--- src/rtl/dec_lag3_pipe_if.sv ---
// Request/result bundle for the pitch-lag decoder stage.
// Optional err_count signal is present when PITCH_ERR_COUNT_EN is defined.
interface dec_lag3_pipe_if;
  logic        start;
  logic [15:0] pitch_index;
  logic [15:0] parity_sum;
  logic        bfi;
  logic        subframe;
  logic        done;
  logic [15:0] T0;
  logic [15:0] T0_frac;
  logic        bad_pitch;
`ifdef PITCH_ERR_COUNT_EN
  logic [15:0] err_count;

  modport master (output start, pitch_index, parity_sum, bfi, subframe,
                  input  done, T0, T0_frac, bad_pitch, err_count);
  modport slave  (input  start, pitch_index, parity_sum, bfi, subframe,
                  output done, T0, T0_frac, bad_pitch, err_count);
`else
  modport master (output start, pitch_index, parity_sum, bfi, subframe,
                  input  done, T0, T0_frac, bad_pitch);
  modport slave  (input  start, pitch_index, parity_sum, bfi, subframe,
                  output done, T0, T0_frac, bad_pitch);
`endif
endinterface

--- src/rtl/dec_lag3_pipe.sv ---
// G.729 Dec_lag3 pitch-lag decoder with bad-pitch / erasure concealment.
// Define PITCH_ERR_COUNT_EN to add the saturating parity-error counter err_count.
module dec_lag3_pipe #(
  parameter logic [15:0] PIT_MIN     = 16'd20,
  parameter logic [15:0] PIT_MAX     = 16'd143,
  parameter logic [15:0] OLD_T0_INIT = 16'd60
) (
  input logic            clk,
  input logic            reset,
  dec_lag3_pipe_if.slave bus
);

  localparam logic [2:0] S_IDLE  = 3'd0;
  localparam logic [2:0] S_CALC  = 3'd1;
  localparam logic [2:0] S_LAG   = 3'd2;
  localparam logic [2:0] S_WIN   = 3'd3;
  localparam logic [2:0] S_CLAMP = 3'd4;
  localparam logic [2:0] S_DONE  = 3'd5;

  function automatic logic conceal_f(input logic bfi, input logic sf, input logic par);
    return bfi | (~sf & par);
  endfunction

  logic [2:0]  state_q, state_d;
  logic [7:0]  idx_q, idx_d;
  logic        par_q, par_d, bfi_q, bfi_d, sf_q, sf_d;
  logic        conceal_q, conceal_d;
  logic [15:0] q_q, q_d, t0_q, t0_d, frac_q, frac_d;
  logic [15:0] win_min_q, win_min_d, win_max_q, win_max_d;
  logic [15:0] t0_min_q, t0_min_d, t0_max_q, t0_max_d, old_t0_q, old_t0_d;
  logic        done_q, done_d, bad_q, bad_d;
  logic [15:0] t0_out_q, t0_out_d, frac_out_q, frac_out_d;
  logic [22:0] prod_s;
  logic [15:0] lag_s, i_s, wmin_s;
  logic        unused_s;
`ifdef PITCH_ERR_COUNT_EN
  logic [15:0] err_cnt_q, err_cnt_d;
`endif

  assign unused_s = ^{bus.pitch_index[15:8], bus.parity_sum[15:1], prod_s[22], prod_s[14:0]};

  // Next-state and datapath for the six-step decode sequence.
  always_comb begin
    state_d    = state_q;
    idx_d      = idx_q;
    par_d      = par_q;
    bfi_d      = bfi_q;
    sf_d       = sf_q;
    conceal_d  = conceal_q;
    q_d        = q_q;
    t0_d       = t0_q;
    frac_d     = frac_q;
    win_min_d  = win_min_q;
    win_max_d  = win_max_q;
    t0_min_d   = t0_min_q;
    t0_max_d   = t0_max_q;
    old_t0_d   = old_t0_q;
`ifdef PITCH_ERR_COUNT_EN
    err_cnt_d  = err_cnt_q;
`endif
    // (idx+2)*10923 >> 15 equals floor((idx+2)/3) over the 8-bit index range
    prod_s     = ({15'd0, idx_q} + 23'd2) * 23'd10923;
    lag_s      = q_q + 16'd19;
    i_s        = q_q - 16'd1;
    wmin_s     = ((t0_q - 16'd5) < PIT_MIN) ? PIT_MIN : (t0_q - 16'd5);

    case (state_q)
      S_IDLE: begin
        if (bus.start) begin
          idx_d   = bus.pitch_index[7:0];
          par_d   = bus.parity_sum[0];
          bfi_d   = bus.bfi;
          sf_d    = bus.subframe;
          state_d = S_CALC;
        end else begin
          state_d = S_IDLE;
        end
      end
      S_CALC: begin
        q_d       = {9'd0, prod_s[21:15]};
        conceal_d = conceal_f(bfi_q, sf_q, par_q);
        state_d   = S_LAG;
      end
      S_LAG: begin
        if (conceal_q) begin
          t0_d   = old_t0_q;
          frac_d = 16'd0;
        end else if (!sf_q && (idx_q < 8'd197)) begin
          t0_d   = lag_s;
          frac_d = {8'd0, idx_q} - (lag_s + lag_s + lag_s) + 16'd58;
        end else if (!sf_q) begin
          t0_d   = {8'd0, idx_q} - 16'd112;
          frac_d = 16'd0;
        end else begin
          t0_d   = t0_min_q + i_s;
          frac_d = {8'd0, idx_q} - 16'd2 - (i_s + i_s + i_s);
        end
        state_d = S_WIN;
      end
      S_WIN: begin
        if (!sf_q && !conceal_q) begin
          win_min_d = wmin_s;
          win_max_d = wmin_s + 16'd9;
        end else begin
          win_min_d = win_min_q;
          win_max_d = win_max_q;
        end
        state_d = S_CLAMP;
      end
      S_CLAMP: begin
        if (!sf_q && !conceal_q && (win_max_q > PIT_MAX)) begin
          t0_max_d = PIT_MAX;
          t0_min_d = PIT_MAX - 16'd9;
        end else if (!sf_q && !conceal_q) begin
          t0_max_d = win_max_q;
          t0_min_d = win_min_q;
        end else begin
          t0_max_d = t0_max_q;
          t0_min_d = t0_min_q;
        end
        if (conceal_q) begin
          old_t0_d = (old_t0_q >= PIT_MAX) ? PIT_MAX : (old_t0_q + 16'd1);
        end else begin
          old_t0_d = t0_q;
        end
`ifdef PITCH_ERR_COUNT_EN
        if (conceal_q && !bfi_q && (err_cnt_q != 16'hFFFF)) begin
          err_cnt_d = err_cnt_q + 16'd1;
        end else begin
          err_cnt_d = err_cnt_q;
        end
`endif
        state_d = S_DONE;
      end
      S_DONE: begin
        state_d = S_IDLE;
      end
      default: begin
        state_d = S_IDLE;
      end
    endcase

    done_d     = (state_q == S_DONE);
    t0_out_d   = (state_q == S_DONE) ? t0_q      : t0_out_q;
    frac_out_d = (state_q == S_DONE) ? frac_q    : frac_out_q;
    bad_d      = (state_q == S_DONE) ? conceal_q : bad_q;
  end

  // State, working and result registers.
  always_ff @(posedge clk or negedge reset) begin
    if (!reset) begin
      state_q    <= S_IDLE;
      idx_q      <= 8'd0;
      par_q      <= 1'b0;
      bfi_q      <= 1'b0;
      sf_q       <= 1'b0;
      conceal_q  <= 1'b0;
      q_q        <= 16'd0;
      t0_q       <= 16'd0;
      frac_q     <= 16'd0;
      win_min_q  <= PIT_MIN;
      win_max_q  <= PIT_MIN + 16'd9;
      t0_min_q   <= PIT_MIN;
      t0_max_q   <= PIT_MIN + 16'd9;
      old_t0_q   <= OLD_T0_INIT;
      done_q     <= 1'b0;
      bad_q      <= 1'b0;
      t0_out_q   <= 16'd0;
      frac_out_q <= 16'd0;
    end else begin
      state_q    <= state_d;
      idx_q      <= idx_d;
      par_q      <= par_d;
      bfi_q      <= bfi_d;
      sf_q       <= sf_d;
      conceal_q  <= conceal_d;
      q_q        <= q_d;
      t0_q       <= t0_d;
      frac_q     <= frac_d;
      win_min_q  <= win_min_d;
      win_max_q  <= win_max_d;
      t0_min_q   <= t0_min_d;
      t0_max_q   <= t0_max_d;
      old_t0_q   <= old_t0_d;
      done_q     <= done_d;
      bad_q      <= bad_d;
      t0_out_q   <= t0_out_d;
      frac_out_q <= frac_out_d;
    end
  end

`ifdef PITCH_ERR_COUNT_EN
  // Saturating count of parity-only concealments.
  always_ff @(posedge clk or negedge reset) begin
    if (!reset) begin
      err_cnt_q <= 16'd0;
    end else begin
      err_cnt_q <= err_cnt_d;
    end
  end

  assign bus.err_count = err_cnt_q;
`endif

  assign bus.done      = done_q;
  assign bus.T0        = t0_out_q;
  assign bus.T0_frac   = frac_out_q;
  assign bus.bad_pitch = bad_q;

endmodule

--- src/flat_wrapper.sv ---
// flat-port wrapper written by rule: the top's interface ports become plain ports
module dec_lag3_pipe_flat 
#(
  parameter logic [15:0] PIT_MIN     = 16'd20,
  parameter logic [15:0] PIT_MAX     = 16'd143,
  parameter logic [15:0] OLD_T0_INIT = 16'd60
)
  (clk, reset, bus_start, bus_pitch_index, bus_parity_sum, bus_bfi, bus_subframe, bus_done, bus_T0, bus_T0_frac, bus_bad_pitch);
  dec_lag3_pipe_if bus_i ();
  input logic clk;
  input logic reset;
  input wire logic [$bits(bus_i.start)-1:0] bus_start;
  input wire logic [$bits(bus_i.pitch_index)-1:0] bus_pitch_index;
  input wire logic [$bits(bus_i.parity_sum)-1:0] bus_parity_sum;
  input wire logic [$bits(bus_i.bfi)-1:0] bus_bfi;
  input wire logic [$bits(bus_i.subframe)-1:0] bus_subframe;
  output wire logic [$bits(bus_i.done)-1:0] bus_done;
  output wire logic [$bits(bus_i.T0)-1:0] bus_T0;
  output wire logic [$bits(bus_i.T0_frac)-1:0] bus_T0_frac;
  output wire logic [$bits(bus_i.bad_pitch)-1:0] bus_bad_pitch;
  assign bus_i.start = bus_start;
  assign bus_i.pitch_index = bus_pitch_index;
  assign bus_i.parity_sum = bus_parity_sum;
  assign bus_i.bfi = bus_bfi;
  assign bus_i.subframe = bus_subframe;
  assign bus_done = bus_i.done;
  assign bus_T0 = bus_i.T0;
  assign bus_T0_frac = bus_i.T0_frac;
  assign bus_bad_pitch = bus_i.bad_pitch;
  dec_lag3_pipe #(.PIT_MIN(PIT_MIN), .PIT_MAX(PIT_MAX), .OLD_T0_INIT(OLD_T0_INIT)) u_core (.clk(clk), .reset(reset), .bus(bus_i));
endmodule
--- config.mk ---
export PLATFORM = sky130hd
export DESIGN_NAME = dec_lag3_pipe_flat
export DESIGN_NICKNAME = d
export VERILOG_FILES = /design/src/rtl/dec_lag3_pipe_if.sv /design/src/rtl/dec_lag3_pipe.sv /design/src/flat_wrapper.sv
export SDC_FILE = /design/constraint.sdc
export NUM_CORES = 1
export LEC_CHECK = 0
export ABC_AREA = 1
export BUFFER_PORTS_ARGS = -buffer_cell sky130_fd_sc_hd__buf_2
export CORE_MARGIN = 3
export CORE_UTILIZATION = 50
export DETAILED_ROUTE_END_ITERATION = 16
export PLACE_DENSITY_LB_ADDON = 0.1
export SLEW_MARGIN = 20
export SYNTH_ARGS = -nofsm -noshare
export SYNTH_HDL_FRONTEND = slang
export SYNTH_SLANG_ARGS = --single-unit
--- constraint.sdc ---
create_clock -name clk -period 7.5 [get_ports clk]
set_clock_uncertainty 0.1 [all_clocks]
set_input_delay 2.25 -clock clk [delete_from_list [all_inputs] [get_ports clk]]
set_output_delay 2.25 -clock clk [all_outputs]
set_load 0.02 [all_outputs]
==> results.ini <==
[critical_path]
critPathKind = reg -> reg
worst_ep_arrival_time_ns = 5.57
worst_path_most_repeated_cell = inv_1
timing.reg2reg.setup_slack_ns = 2.12
timing.critical_path.fanout_max = 7
startpoint_type = flip-flop
crit_chain = clkinv_1 > nor4_1 > xor2_1 > inv_1 > ha_1 > inv_1 > fa_1 > fa_1 > inv_1 > fa_1 > ha_1 > a21oi_1 > inv_1 > nor2_1 > o21a_1 > o21ai_0 > a21oi_1 > nor2_1 > o21ai_0 > o21ai_0
worstSetupEndpointType = flip-flop
required_ns = 7.69
worst_path_largest_cell_delay_ns = 0.52
cell_with_the_largest_stage_delay_on_the_worst_path = fa_1

[clock_tree]
cts.htree.levels = 4
cts_tree = done
number_of_gates_resized_after_cts = 0
clock_root_buffer = clkbuf_16
numCtsBuffers = 17
insertion_delay_ns = 0.43
clock_path_buffers = 2
numClockSinks = 148
clk_pin_slew_ns = 0.07
post_cts_buffers = 0
postCtsHoldBufs = 0

[place]
numPortBuffers = 47
gp_routability_congestion = 0.938
place.detailed.hpwl_mm = 21.4

[outcome]
status = finished, final reports clean

[yosys]
synth_enable_flop_cells = 0
yosys-top-cells-area = dfrtp_1 31%, ha_1 11%, nand2_1 9.3%
synth.largest_area_cell = dfrtp_1
synth.cell_area_sq_um = 11000
fraction_of_the_yosys_area_taken_by_sequential_cells = 0.336
synth_top_area_share = 0.315
syn_nets = 1580
ys_ff_latch = 148
post_synth.cell_area_avg_sq_um = 7.84
yosysUniqueCellTypes = 45
yosys_warning_total = 0
synthCells = 1410
dominantRegCellSynth = dfrtp_1
ys_async_sr_fraction = 1.00

[floorplan]
design.portCount = 71
initial_core_utilization = 0.517
core.rowCount = 53
placeableCoreArea_sq_um = 21400
chipWidth_um = 155
fp.dieArea_sq_um = 23900
chipHeight_um = 155

[drt]
drt-vias-per-instance = 5.40
dr.pass1.iters = 5
number_of_nets_with_antenna_violations_after_detailed_routing = 0
iteration_0_drc_count_of_the_detailed_router = 570
remaining_drc_errors = 0
postRouteWirelength_mm = 27.4
post_drt_wl_per_cell_um = 15.8
via_count = 9377

[flow_run]
cap_violations = 0

[cells_and_area]
synthToLayoutAreaGrowth_pct = 10.0
nNetsFinal = 1619
antenna_cells = 0
ratio_of_cells_with_drive_above_1_in_the_final_layout = 0.0903

[global_routing]
grt_overflow_total = 0
grt_max_degree = 94
number_of_global_route_vias_before_repair = 9021
global_route_wire_length_before_repair_mm = 46.0
grtUsageTotal = 0.239
grt_antenna_before_repair = 0

[sta]
finalHoldViolCount = 0
setup_total_negative_slack_ns = 0
timing.final.max_slew_violations = 0
minimum_clock_period_ns = 5.38
timing_worst_slew_pin_value_ns = 0.894
setup_viol = 0
post-route-period-util = 0.718
grt_setup_unrepaired = no
slew_headroom = 0.402
f_max_ghz = 0.186

[worst_hold_path]
kind_of_path_behind_the_tightest_hold_check = reg -> reg

==> Yosys cell counts, drive strengths merged, types with 4 or more instances <==
library cell    n
nor2           97
a21o            4
a22oi          10
o211ai          9
inv           221
o21a            4
nand3          73
nand2         285
nand4          13
dfstp           9
o21ai         146
xnor2          10
or2             5
nor4            7
o221ai          8
a21oi          97
fa             40
o31ai          13
clkinv          7
clkbuf         33
ha             93
nor3           23
o21bai          4
o22ai          12
xor2           33
dfrtp         139
==> cells by family after synthesis <==
kind of cell    share of synthesized area
simple gates                        0.203
mux                               0.00204
fa+ha+maj                           0.178
buf+inv                            0.0898
xor+xnor                           0.0358
flops                               0.336
compound gates                      0.156
==> worst paths after layout <==
kind	from	end	cells past startpoint
hold / removal	u_core.bus.T0_frac[12]	u_core.bus.T0_frac[12]	2
setup reg to reg	u_core.idx_q[4]	u_core.q_q[0]	20
min in group asynchronous	reset	u_core.bus.T0_frac[2]	1
max in group asynchronous	reset	u_core.t0_min_q[14]	2
setup / recovery	u_core.idx_q[4]	u_core.q_q[0]	20
hold reg to reg	u_core.bus.T0_frac[12]	u_core.bus.T0_frac[12]	2
==> final cells by class <==
| cell class | count | area, sq um |
|---|---|---|
| fill | 2041 | 9200 |
| multi-input combinational | 998 | 6340 |
| sequential | 148 | 3710 |
| inverter | 228 | 856 |
| clock buffer | 17 | 425 |
| tap | 275 | 344 |
| timing repair buffer | 56 | 309 |
| clock inverter | 15 | 168 |
==> worst max-delay path, delay by kind of cell (launching register included) <==
family	cells	cell delay, ns
flops	1	0.49
simple gates	3	0.56
buf+inv	5	0.56
compound gates	6	1.08
xor+xnor	1	0.47
fa+ha+maj	5	2.01
==> per-layer routing <==
metal	track usage	vias up	wire length [um]
met5	0	-	0
met4	0.0719	0	603
met3	0.0274	38	1140
met2	0.377	208	12200
met1	0.346	4425	13400
li1	-	4706	-
==> sequential cells by signal (all words and copies together), names as in the netlist, 3 cells and up <==
signal	cells
u_core.idx_q	8
u_core.bus.T0_frac	16
u_core.bus.T0	16
u_core.frac_q	16
u_core.t0_min_q	16
u_core.win_max_q	12
u_core.old_t0_q	16
u_core.state_q	3
u_core.t0_q	16
u_core.win_min_q	16
u_core.q_q	7
==> stage by stage <==
| step | hold slack [ns] | util | cell area (sq um) | cells | setup slack, ns |
|---|---|---|---|---|---|
| after floorplan | 0.349 | - | 11000 | 1410 | 2.79 |
| after global placement | 0.352 | 0.542 | 11600 | 1705 | 2.13 |
| after detailed placement | 0.354 | 0.542 | 11600 | 1705 | 2.16 |
| after CTS | 0.370 | 0.569 | 12200 | 1737 | 2.10 |
| after global routing | 0.394 | 0.569 | 12200 | 1737 | 1.54 |
| final | 0.363 | 0.569 | 12200 | 1737 | 2.12 |
==> cell usage in the layout (no fill, tap or decap), drive strengths merged, types with 3 or more instances in the layout <==
cell	Yosys	layout
nand2	285	285
inv	221	227
o21ai	146	146
dfrtp	139	139
a21oi	97	97
nor2	97	97
ha	93	93
nand3	73	73
buf	3	56
fa	40	40
xor2	33	33
nor3	23	23
clkbuf	33	17
nand4	13	13
o31ai	13	13
clkinv	7	13
o22ai	12	12
xnor2	10	10
a22oi	10	10
o211ai	9	9
dfstp	9	9
o221ai	8	8
nor4	7	7
or2	5	5
o21a	4	4
a21o	4	4
o21bai	4	4
nand3b	3	3
Power is left out: the tool's default activity adds up to more than one toggle a clock period on the data nets, which glitch-free logic cannot reach.
